## src/rtl/transfer_samples_seq.sv

```systemverilog
// transfer_samples_seq: sequences one ADC sample transfer per RDY request.
// A transfer is: WAIT (pre-read settle), L1A_RD (L1A FIFO pop), STRT, then
// NCHIP RD_ENA cycles per enabled channel, with one NEXT_CH cycle between
// channels. Requests that arrive while a transfer runs are queued in a
// saturating pending counter. If that counter is full, OVR is set.
// All outputs are flops that carry the values of the state being occupied.
module transfer_samples_seq #(
    parameter int NCHAN    = 16,
    parameter int NCHIP    = 6,
    parameter int WAIT_CNT = 4,
    parameter int L1A_CNT  = 2,
    parameter int PDEPTH   = 7
) (
    input  logic             CLK,
    input  logic             RST_B,
    input  logic             RDY,
    input  logic             JTAG_MODE,
    input  logic [NCHAN-1:0] CHAN_MASK,
    input  logic             OVR_CLR,
    output logic [3:0]       CHAN,
    output logic [2:0]       CHIP,
    output logic             L1A_RD_EN,
    output logic             RDENA,
    output logic             BUSY,
    output logic             DONE,
    output logic             OVR,
    output logic [2:0]       XSTATE
);

    typedef enum logic [2:0] {
        S_IDLE    = 3'd0,
        S_NEXT_CH = 3'd1,
        S_L1A_RD  = 3'd2,
        S_RD_ENA  = 3'd3,
        S_STRT    = 3'd4,
        S_WAIT    = 3'd5
    } state_t;

    localparam logic [15:0] WAIT_LAST = 16'(WAIT_CNT - 1);
    localparam logic [15:0] L1A_LAST  = 16'(L1A_CNT - 1);
    localparam logic [15:0] CHIP_LAST = 16'(NCHIP - 1);
    localparam logic [3:0]  PEND_MAX  = 4'(PDEPTH);

    // Returns {found, index} of the lowest set mask bit at or above 'from'.
    function automatic logic [4:0] find_chan(input logic [NCHAN-1:0] mask,
                                             input logic [4:0]       from);
        logic [4:0] res;
        res = 5'd0;
        for (int i = NCHAN - 1; i >= 0; i--) begin
            res = (mask[i] && (5'(i) >= from)) ? {1'b1, 4'(i)} : res;
        end
        return res;
    endfunction

    state_t           r_state;
    logic [15:0]      r_cnt;
    logic [NCHAN-1:0] r_mask;
    logic [3:0]       r_pend;
    logic             r_ovr;
    logic [3:0]       r_chan;
    logic [2:0]       r_chip;
    logic             r_l1a;
    logic             r_rdena;
    logic             r_busy;
    logic             r_done;

    state_t           w_state_nxt;
    logic [15:0]      w_cnt_nxt;
    logic [3:0]       w_chan_nxt;
    logic             w_start_req;
    logic             w_start;
    logic             w_done_nxt;
    logic             w_rd_nxt;
    logic             w_ovr_set;
    logic [4:0]       w_first;
    logic [4:0]       w_next;

    // Start condition and channel search over the captured mask.
    always_comb begin
        w_start_req = (RDY || (r_pend != 4'd0)) && !JTAG_MODE &&
                      (CHAN_MASK != {NCHAN{1'b0}});
        w_first     = find_chan(r_mask, 5'd0);
        w_next      = find_chan(r_mask, {1'b0, r_chan} + 5'd1);
    end

    // Next-state, counter and next-output logic of the transfer sequencer.
    always_comb begin
        w_state_nxt = r_state;
        w_cnt_nxt   = r_cnt;
        w_chan_nxt  = r_chan;
        w_start     = 1'b0;
        w_done_nxt  = 1'b0;
        case (r_state)
            S_IDLE: begin
                w_cnt_nxt = 16'd0;
                if (w_start_req) begin
                    w_state_nxt = S_WAIT;
                    w_start     = 1'b1;
                end else begin
                    w_state_nxt = S_IDLE;
                end
            end
            S_WAIT: begin
                if (r_cnt == WAIT_LAST) begin
                    w_state_nxt = S_L1A_RD;
                    w_cnt_nxt   = 16'd0;
                end else begin
                    w_cnt_nxt   = r_cnt + 16'd1;
                end
            end
            S_L1A_RD: begin
                if (r_cnt == L1A_LAST) begin
                    w_state_nxt = S_STRT;
                    w_cnt_nxt   = 16'd0;
                    w_chan_nxt  = w_first[4] ? w_first[3:0] : 4'd0;
                end else begin
                    w_cnt_nxt   = r_cnt + 16'd1;
                end
            end
            S_STRT: begin
                w_state_nxt = S_RD_ENA;
                w_cnt_nxt   = 16'd0;
            end
            S_RD_ENA: begin
                if (r_cnt == CHIP_LAST) begin
                    w_cnt_nxt = 16'd0;
                    if (w_next[4]) begin
                        w_state_nxt = S_NEXT_CH;
                        w_chan_nxt  = w_next[3:0];
                    end else begin
                        // Last read of the transfer: DONE follows, and a
                        // queued request may restart without passing IDLE.
                        w_done_nxt = 1'b1;
                        if (w_start_req) begin
                            w_state_nxt = S_WAIT;
                            w_start     = 1'b1;
                        end else begin
                            w_state_nxt = S_IDLE;
                        end
                    end
                end else begin
                    w_cnt_nxt = r_cnt + 16'd1;
                end
            end
            S_NEXT_CH: begin
                w_state_nxt = S_RD_ENA;
                w_cnt_nxt   = 16'd0;
            end
            default: begin
                w_state_nxt = S_IDLE;
                w_cnt_nxt   = 16'd0;
            end
        endcase
        w_rd_nxt  = (w_state_nxt == S_STRT) || (w_state_nxt == S_RD_ENA) ||
                    (w_state_nxt == S_NEXT_CH);
        w_ovr_set = RDY && !w_start && (r_pend == PEND_MAX);
    end

    // State, counter and registered outputs.
    always_ff @(posedge CLK or negedge RST_B) begin
        if (!RST_B) begin
            r_state <= S_IDLE;
            r_cnt   <= 16'd0;
            r_chan  <= 4'd0;
            r_chip  <= 3'd0;
            r_l1a   <= 1'b0;
            r_rdena <= 1'b0;
            r_busy  <= 1'b0;
            r_done  <= 1'b0;
        end else begin
            r_state <= w_state_nxt;
            r_cnt   <= w_cnt_nxt;
            r_chan  <= w_rd_nxt ? w_chan_nxt : 4'd0;
            r_chip  <= (w_state_nxt == S_RD_ENA) ? w_cnt_nxt[2:0] : 3'd0;
            r_l1a   <= (w_state_nxt == S_L1A_RD);
            r_rdena <= w_rd_nxt;
            r_busy  <= (w_state_nxt != S_IDLE);
            r_done  <= w_done_nxt;
        end
    end

    // Channel mask is frozen at transfer start for the whole transfer.
    always_ff @(posedge CLK or negedge RST_B) begin
        if (!RST_B) begin
            r_mask <= {NCHAN{1'b0}};
        end else if (w_start) begin
            r_mask <= CHAN_MASK;
        end else begin
            r_mask <= r_mask;
        end
    end

    // Pending request counter and sticky overflow flag (set beats clear).
    always_ff @(posedge CLK or negedge RST_B) begin
        if (!RST_B) begin
            r_pend <= 4'd0;
            r_ovr  <= 1'b0;
        end else begin
            if (RDY && !w_start) begin
                r_pend <= (r_pend == PEND_MAX) ? r_pend : r_pend + 4'd1;
            end else if (!RDY && w_start) begin
                r_pend <= r_pend - 4'd1;
            end else begin
                r_pend <= r_pend;
            end
            if (w_ovr_set) begin
                r_ovr <= 1'b1;
            end else if (OVR_CLR) begin
                r_ovr <= 1'b0;
            end else begin
                r_ovr <= r_ovr;
            end
        end
    end

    assign CHAN      = r_chan;
    assign CHIP      = r_chip;
    assign L1A_RD_EN = r_l1a;
    assign RDENA     = r_rdena;
    assign BUSY      = r_busy;
    assign DONE      = r_done;
    assign OVR       = r_ovr;
    assign XSTATE    = r_state;

endmodule

```

## config.mk

```make
export PLATFORM = sky130hd
export DESIGN_NAME = transfer_samples_seq
export DESIGN_NICKNAME = d
export VERILOG_FILES = /design/src/rtl/transfer_samples_seq.sv
export SDC_FILE = /design/constraint.sdc
export NUM_CORES = 1
export LEC_CHECK = 0
export CAP_MARGIN = 20
export CORE_MARGIN = 2
export CORE_UTILIZATION = 55
export DETAILED_ROUTE_END_ITERATION = 12
export GPL_ROUTABILITY_DRIVEN = 0
export GPL_TIMING_DRIVEN = 0
export PLACE_DENSITY = 0.82
export SYNTH_ARGS = -nofsm -noshare
export SYNTH_HDL_FRONTEND = slang
export SYNTH_SLANG_ARGS = --single-unit
```

## constraint.sdc

```tcl
create_clock -name CLK -period 5.2 [get_ports CLK]
set_input_delay 0.78 -clock CLK [delete_from_list [all_inputs] [get_ports CLK]]
set_output_delay 0.78 -clock CLK [all_outputs]
set_load 0.05 [all_outputs]
```

=== Word level (Yosys, flattened, before mapping) ===
Index checks and enable logic that the tools add are counted.

* Multiplexer cells: 61
* Reduce and logical (&&, ||, !) cells: 36
* Bitwise operators: 0
* Magnitude comparators: 16
* Add/sub/neg operators: 4
* Shift operators: 0
* Div/mod/pow operators: 0
* Equality and inequality tests: 18
* Multiply operators: 0

{| class="wikitable"
|+ Operator list
! cell !! count
|-
| 5-bit two-way mux || 32
|-
| 16-bit two-way mux || 3
|-
| 16-bit one-hot mux with 3 select lines || 1
|-
| 4-bit by 5-bit greater-or-equal comparator with 1-bit output (first input constant) || 8
|-
| 4-bit two-way mux || 8
|-
| 1-bit logical AND || 21
|-
| 3-bit by 5-bit greater-or-equal comparator with 1-bit output (first input constant) || 4
|-
| 3-bit two-way mux || 6
|-
| 16-bit by 1-bit adder with 16-bit output (second input constant) || 1
|-
| 16-bit by 1-bit equality test with 1-bit output (second input constant) || 1
|-
| 16-bit by 2-bit equality test with 1-bit output (second input constant) || 1
|-
| 16-bit by 3-bit equality test with 1-bit output (second input constant) || 1
|-
| 16-bit nonzero test || 1
|-
| 3-bit one-hot mux with 5 select lines || 1
|-
| 3-bit by 2-bit equality test with 1-bit output (second input constant) || 4
|-
| 1-bit by 5-bit greater-or-equal comparator with 1-bit output (first input constant) || 2
|-
| 2-bit by 5-bit greater-or-equal comparator with 1-bit output (first input constant) || 2
|-
| 3-bit equality test (second input constant) || 3
|-
| 3-bit != test (second input constant) || 3
|-
| 1-bit two-way mux || 8
|-
| 4-bit one-hot mux with 2 select lines || 1
|-
| 3-bit by 1-bit equality test with 1-bit output (second input constant) || 2
|-
| 4-bit by 1-bit adder with 5-bit output (second input constant) || 1
|-
| 4-bit by 1-bit adder with 4-bit output (second input constant) || 1
|-
| 14 further kinds || 19
|}

* Memories kept: 0
* Bits of input ports: 21
* Latch bits: 0
* Flip-flop bits (word level): 51
* Logic and storage cells: 146
* RAM bits: 0
* Output and inout bits: 15
* Memory bits (read-only): 0

=== Depth between registers and ports, before layout ===
Gate-level depths: netlist (run 1).

* Depth in word-level cells: 27
* Gate-level depth with buffers: 19

=== Worst setup path after synthesis (run 1) ===
No wires, ideal clock.

* Kind: reg-to-reg
* Start: register r_chan[0], in the netlist CHAN[0]
* End: register r_pend[3]
* Slack: 870 ps
* Stages on the path, launching flop included: 20
* Data arrival time: 4208 ps
* Required time: 5077 ps
* Clock period less this slack: 4330 ps
* Path through: dfrtp_1 > buf_2 > inv_1 > ha_1 > buf_6 > or3_1 > buf_2 > o211ai_2 > a22oi_1 > or3_4 > nor3_2 > a21oi_1 > buf_2 > nand2_1 > ha_1 > a21o_1 > a21o_1 > nand2b_1 > a2bb2oi_1 > xnor2_1

* Word-level cells in the longest chain between the ends: 26

{| class="wikitable"
|+ Ends and longest elaborated chain
! what !! line !! RTL
|-
| start: declaration || 60 || <nowiki>logic [3:0] r_chan;</nowiki>
|-
| start signal: assignment || 173 || <nowiki>r_chan <= w_rd_nxt ? w_chan_nxt : 4'd0;</nowiki>
|-
| 4-bit by 1-bit adder with 5-bit output * || 83 || <nowiki>w_next = find_chan(r_mask, {1'b0, r_chan} + 5'd1);</nowiki>
|-
| 4-bit by 5-bit greater-or-equal comparator with 1-bit output || 50 || <nowiki>res = (mask[i] && (5'(i) >= from)) ? {1'b1, 4'(i)} : res;</nowiki>
|-
| 1-bit logical AND || 50 ||
|-
| 5-bit two-way mux (15 in series) || 50 ||
|-
| 5-bit two-way mux * || 50 ||
|-
| 1-bit two-way mux * || 127 || <nowiki>if (w_next[4]) begin</nowiki>
|-
| 1-bit two-way mux * || 125 || <nowiki>if (r_cnt == CHIP_LAST) begin</nowiki>
|-
| 1-bit one-hot mux with 2 select lines * || 93 || <nowiki>case (r_state)</nowiki>
|-
| 1-bit logical NOT || 199 || <nowiki>if (RDY && !w_start) begin</nowiki>
|-
| 1-bit logical AND || 199 ||
|-
| 2-bit != test (no line) / 2-bit nonzero test (equally long branches) || n/a ||
|-
| 2-bit AND reduction (no line) || n/a ||
|-
| end signal: assignment || 200 || <nowiki>r_pend <= (r_pend == PEND_MAX) ? r_pend : r_pend + 4'd1;</nowiki>
|-
| end signal: assignment || 202 || <nowiki>r_pend <= r_pend - 4'd1;</nowiki>
|-
| end signal: assignment || 204 || <nowiki>r_pend <= r_pend;</nowiki>
|-
| end: declaration || 58 || <nowiki>logic [3:0] r_pend;</nowiki>
|}

Mark *: on every way between the ends. The rest lies on a longest branch, timed or not.
A chain may end at the register's enable or synchronous reset.

=== Worst setup path after layout (run 1) ===
Ends and elaborated chain as after synthesis.

==> run metrics, run 1 <==
outcome=finished clean; area delta synth->final=16.0%; RR Endpoint=r_pend[3]; final hold violation count=0; Buf+Inv Stages, Crit Path=5; headroom to the max-slew limit=37.5%; WL/cell=16.9 um; Post-synth top flop=dfrtp_1; pwr/cell area=523 nW/um2; # clock sinks=51; worst slew pin tran=0.932 ns; reg2reg path depth=18; Final setup viols=0; Yosys cell types=77; Max-Cap Viols=0; nets=449; die width=83.5 um; post-synthesis sequential area ratio=36.7%; Overall Power=2110 uW; DIE AREA=6980 um2; IO Port Bufs=35; Die Span Y=83.5 um; Crit path arrival time=4.78 ns; post-cts gate resize count=0; Reg clk slew, reported paths=0.10 ns; fin util=66.9%; minimum clock period=4.57 ns; RSZ-0062 raised after global routing=no; combinational group share of total power=55.4%; mapped cell area=3480 um2; Post-CTS Setup Bufs=0; diodes inserted=0; Fillers=492; clock share of power=11.7%; H-tree levels=2; flops & latches, synth=51; post-DP HPWL=6260 um; grt ovf=0; post-route ant nets=0; worst skew pair latency=0.32 ns; asr flop ratio synth=100%; critical path required time=5.40 ns; largest net degree at the start of global routing=30; initial antenna violation count=0; syn nets=406; Top delay family on crit path=compound AO/OA/AOI/OAI gates; CTS tree=yes; Switch Pwr=1010 uW; sw frac=47.8%; Yosys Warn Count=0; TNS Setup=0 ns; Startpoint Class=flip-flop; Worst path slowest cell=a211oi_1; WS Path Type=flip-flop to flip-flop; core area=6030 um2; met2 routed WL=3790 um; syn avg cell area=9.25 um2; Hold Worst Slack=0.440 ns; Crit Path Max Fanout=10; Root Buffer=clkbuf_8; top routing layer in use=met4; 1st-iter DRT viols=376; R2R Setup Slk=0.63 ns; Met1 Wirelength=3870 um; IO Count=36; Crit. End Element=flip-flop; Leak=0.00167 uW; first-pass GRT wire length=14000 um; Sequential Power Share=32.9%; Worst path depth=18; worst stage delay on the critical path=0.81 ns; vias in the first global route=2839; fmax=219 MHz; Via density=6.38; internal power=1100 uW; TritonRoute pass-1 iters=5; Std-Cell Rows=28; layout cells sized above 1=13.3%; WL met3=601 um; final wirelength=8360 um; CTS Buf Count=5; Tcrit/Tclk final=88.0%; Longest Clk Path Bufs=2; Syn Inst Count=376; cell mode on critical path=buf_2; Fin Clk Skew=0.0107 ns; DRC violations left=0; Post-synth EDFFs=0; Hold Buf Count CTS=0; DR vias=3160; Worst VDD drop=0.286 mV; reg2reg start=CHAN[0]; Slew Limit Fails=0; worst hold path class=input pin to asynchronous set/reset pin; Initial Util=57.7%; crit-path cells=buf_2, inv_1, ha_1, buf_6, or3_1, buf_2, a21oi_1, a211oi_1, nor4_1, a21oi_1, buf_2, nand2_1, ha_1, a21o_1, a21o_1, nand2b_1, a2bb2oi_1, xnor2_1; gr usage total=24.1%
## area by class of cell
class                           instances  area, um2  area share (%)
Timing Repair Buffer                   36        365            9.06
Tap cell                               75       93.8            2.33
Sequential cell                        51       1280            31.6
Inverter                               18       67.6            1.67
Multi-Input combinational cell        290       2040            50.6
Clock buffer                            5       68.8            1.71
Clock inverter                          3       27.5           0.682
Buffer                                 17       93.8            2.33
## layer usage
layer / track usage [%] / vias up
met5: 0 / -
met4: 5.13 / 0
met3: 3.46 / 10
met2: 38.2 / 150
met1: 35.3 / 1506
li1: - / 1494
## cell families (layout without fill, tap and decap cells)
logic type | count (synthesis) | in the layout | share of synthesized area, %
simple gates | 141 | 141 | 22.4
xor+xnor | 20 | 20 | 5.04
compound gates | 101 | 101 | 21.5
buf+inv | 35 | 79 | 4.64
mux | 19 | 19 | 6.22
flops | 51 | 51 | 36.7
fa+ha+maj | 9 | 9 | 3.45
## how the worst max path moves through the flow
stage	start	to
after global placement	CHAN[0]	r_pend[3]
after CTS	CHAN[0]	r_pend[3]
after detailed placement	CHAN[0]	r_pend[3]
final	CHAN[0]	r_pend[3]
after global routing	CHAN[0]	r_pend[3]
after floorplan	CHAN[0]	r_pend[3]
## placed cells by master (no fill, tap or decap), types with 4 or more instances in the layout
cell | Yosys | final
nor2_1 | 36 | 36
inv_1 | 18 | 18
o211ai_1 | 4 | 4
nor4_1 | 15 | 15
o21bai_1 | 4 | 4
o22ai_1 | 4 | 4
ha_1 | 8 | 8
mux2_2 | 17 | 17
buf_2 | 9 | 10
a2bb2oi_1 | 4 | 4
xnor2_1 | 10 | 10
clkdlybuf4s50_1 | 0 | 34
o21ai_0 | 11 | 11
nor3_1 | 12 | 12
xor2_1 | 10 | 10
clkbuf_8 | 0 | 5
nand2_1 | 18 | 18
dfrtp_1 | 51 | 51
a211oi_1 | 7 | 7
a31oi_1 | 5 | 5
clkbuf_1 | 4 | 4
nand2b_1 | 4 | 4
nand4_1 | 5 | 5
o31ai_1 | 4 | 4
and3_1 | 7 | 7
a21oi_1 | 23 | 23
nand3_1 | 11 | 11
## sequential cells by signal (all words and copies together) (netlist names)
register	count
BUSY	1
CHAN	4
CHIP	3
DONE	1
L1A_RD_EN	1
OVR	1
RDENA	1
XSTATE	3
r_cnt	16
r_mask	16
r_pend	4
## synthesized netlist by cell type, drive strengths merged, types with 3 or more instances
cell,instances,area share (%)
nor2,37,4.1
buf,13,2.3
mux2,18,5.9
a31oi,6,1.3
dfrtp,51,37
a21o,3,0.65
o21bai,4,0.86
nor3,13,2.0
nand2,18,1.9
xnor2,10,2.5
and2,5,1.0
a21oi,23,3.3
o21ai,11,1.6
o22ai,4,0.72
a211oi,8,1.9
a2bb2oi,4,1.0
nor2b,3,0.54
nand2b,4,0.72
ha,8,2.9
clkbuf,4,0.43
o31ai,4,0.86
and3,7,1.3
o211ai,5,1.2
nor4,15,2.7
inv,18,1.9
nand4,5,0.90
nand3,11,1.6
xor2,10,2.5
or3,5,1.2
## power groups by stage
stage	logic (uW)	clock network [uW]	registers (uW)
3_3_place_gp	1120	0	686
5_1_grt	1270	269	715
4_1_cts	1160	250	686
3_5_place_dp	1150	0	693
2_1_floorplan	756	0	771
6_report	1170	246	694
## worst register-to-register path: cells and delay by family (launching register included)
family / cells / cell delay [ns]
xor gates and xnor gates: 1 / 0.15
buffers and inverters: 5 / 0.96
DFF: 1 / 0.48
and+or+nand+nor: 4 / 0.57
AOI/OAI and AO/OA: 6 / 1.72
adders and majority gates: 2 / 0.61
## per-stage QoR
step	cell area (um2)	cells	setup WS (ns)
2_1_floorplan	3480	376	0.870
3_3_place_gp	3920	486	0.778
3_5_place_dp	3940	487	0.696
4_1_cts	4030	495	0.658
5_1_grt	4030	495	0.281
6_report	4030	495	0.626
Note: power is estimated with default switching activity, not from simulation.
==> run 2: changes to the inputs <==
--- a/config.mk
+++ b/config.mk
@@ -6,7 +6,7 @@
 export NUM_CORES = 1
 export LEC_CHECK = 0
 export CAP_MARGIN = 20
-export CORE_MARGIN = 2
+export CORE_MARGIN = 10
 export CORE_UTILIZATION = 55
 export DETAILED_ROUTE_END_ITERATION = 12
 export GPL_ROUTABILITY_DRIVEN = 0
==> run 2 against run 1 <==
  * Sequential power about the same
  * Global-route usage decreased by 7.0 points
  * Fmax is 0.58% lower
  * Critical path depth stayed put
  * Sequential share of layout area is the same
  * Final area stayed put
  * Setup slack worse by 0.027 ns
  * Final cell count did not move
  * Combinational power hardly changed
  * Hold slack worse by 0.018 ns
  * Die area rose by 42%
  * Non-clock buffer count is the same
==> run metrics, run 2 (synthesized netlist as in run 1, its figures left out) <==
RSZ-0062 raised after global routing=no; CTS tree=yes; sequential cell area=1280 um2; worst skew pair latency=0.31 ns; Startpoint Class=flip-flop; DRC violations left=0; Leak=0.00167 uW; final hold violation count=0; die width=99.5 um; CTS Buf Count=5; post-route ant nets=0; minimum clock period=4.60 ns; area delta synth->final=16.0%; Worst path slowest cell=a211oi_1; fin util=66.9%; outcome=finished clean; H-tree levels=2; multi-input combinational cell area=2040 um2; cell mode on critical path=buf_2; diodes inserted=0; fmax=217 MHz; Max-Cap Viols=0; gr usage total=17.1%; worst stage delay on the critical path=0.80 ns; IO Port Bufs=35; Crit Path Max Fanout=10; Longest Clk Path Bufs=2; vias in the first global route=3024; Die Span Y=99.5 um; Initial Util=57.7%; largest net degree at the start of global routing=32; headroom to the max-slew limit=37.6%; layout cells sized above 1=13.3%; Top delay family on crit path=compound AO/OA/AOI/OAI gates; TNS Setup=0 ns; nets=449; Fin Clk Skew=0.00257 ns; Post-CTS Setup Bufs=0; Final setup viols=0; core area=6030 um2; DIE AREA=9910 um2; Hold Buf Count CTS=0; 1st-iter DRT viols=247; Tcrit/Tclk final=88.5%; crit-path cells=buf_2, inv_1, ha_1, buf_6, or3_1, buf_2, a21oi_1, a211oi_1, nor4_1, a21oi_1, buf_2, nand2_1, ha_1, a21o_1, a21o_1, nand2b_1, a2bb2oi_1, xnor2_1; grt ovf=0; Root Buffer=clkbuf_8; post-cts gate resize count=0; critical path required time=5.40 ns; TritonRoute pass-1 iters=5; worst slew pin tran=0.930 ns; # clock sinks=51; Crit path arrival time=4.80 ns; Buf+Inv Stages, Crit Path=5; Overall Power=2110 uW; Via density=6.37; post-DP HPWL=6650 um; Std-Cell Rows=28; Crit. End Element=flip-flop; commonest non-fill, non-tap cell in the layout=dfrtp_1; initial antenna violation count=0; DR vias=3153; most frequent cells in the layout=dfrtp_1, nor2_1, clkdlybuf4s50_1, a21oi_1; Worst VDD drop=0.287 mV; WS Path Type=flip-flop to flip-flop; Slew Limit Fails=0; Fillers=494; Reg clk slew, reported paths=0.10 ns; worst hold path class=input pin to asynchronous set/reset pin; WL/cell=17.6 um; first-pass GRT wire length=14500 um; final wirelength=8700 um; Largest regs=r_cnt: 16 flops, r_mask: 16 flops; IO Count=36; pwr/cell area=524 nW/um2
## run 2: cell type report
type	instances	area share, %
plain buffers	17	2.33
multi-input cells	290	50.6
clock inverters	3	0.682
inverters	18	1.67
repair buffers	36	9.06
clock buffers	5	1.71
well taps	75	2.33
flip-flops and latches	51	31.6
## run 2: worst paths after layout
check,from,end,slack (ns),cells past startpoint
max in group asynchronous,RST_B,CHIP[2],4.25,2
max,CHAN[0],r_pend[3],0.60,18
min reg2reg,r_pend[3],r_pend[3],0.50,1
max reg2reg,CHAN[0],r_pend[3],0.60,18
min in group CLK,r_pend[3],r_pend[3],0.50,1
min,RST_B,r_pend[0],0.42,1
## run 2: layer usage
| layer | share of wire (%) | GRT usage, % |
|---|---|---|
| met4 | 1.7 | 4.41 |
| met2 | 46 | 27.2 |
| met3 | 7.3 | 3.53 |
| met1 | 45 | 23.0 |
| met5 | 0 | 0 |
## run 2: metrics by stage
step	setup WS [ns]	std cells	area (um2)	hold WS, ns
6_report	0.599	495	4030	0.423
5_1_grt	0.238	495	4030	0.430
4_1_cts	0.633	495	4030	0.418
3_5_place_dp	0.670	487	3940	0.482
3_3_place_gp	0.785	486	3920	0.479
2_1_floorplan	0.870	376	3480	0.460
## run 2: report_power, final
part           internal [uW]  total, uW  switching (uW)
logic                    478       1180             700
registers                525        693             168
clock network           99.1        244             145
total                   1100       2110            1010
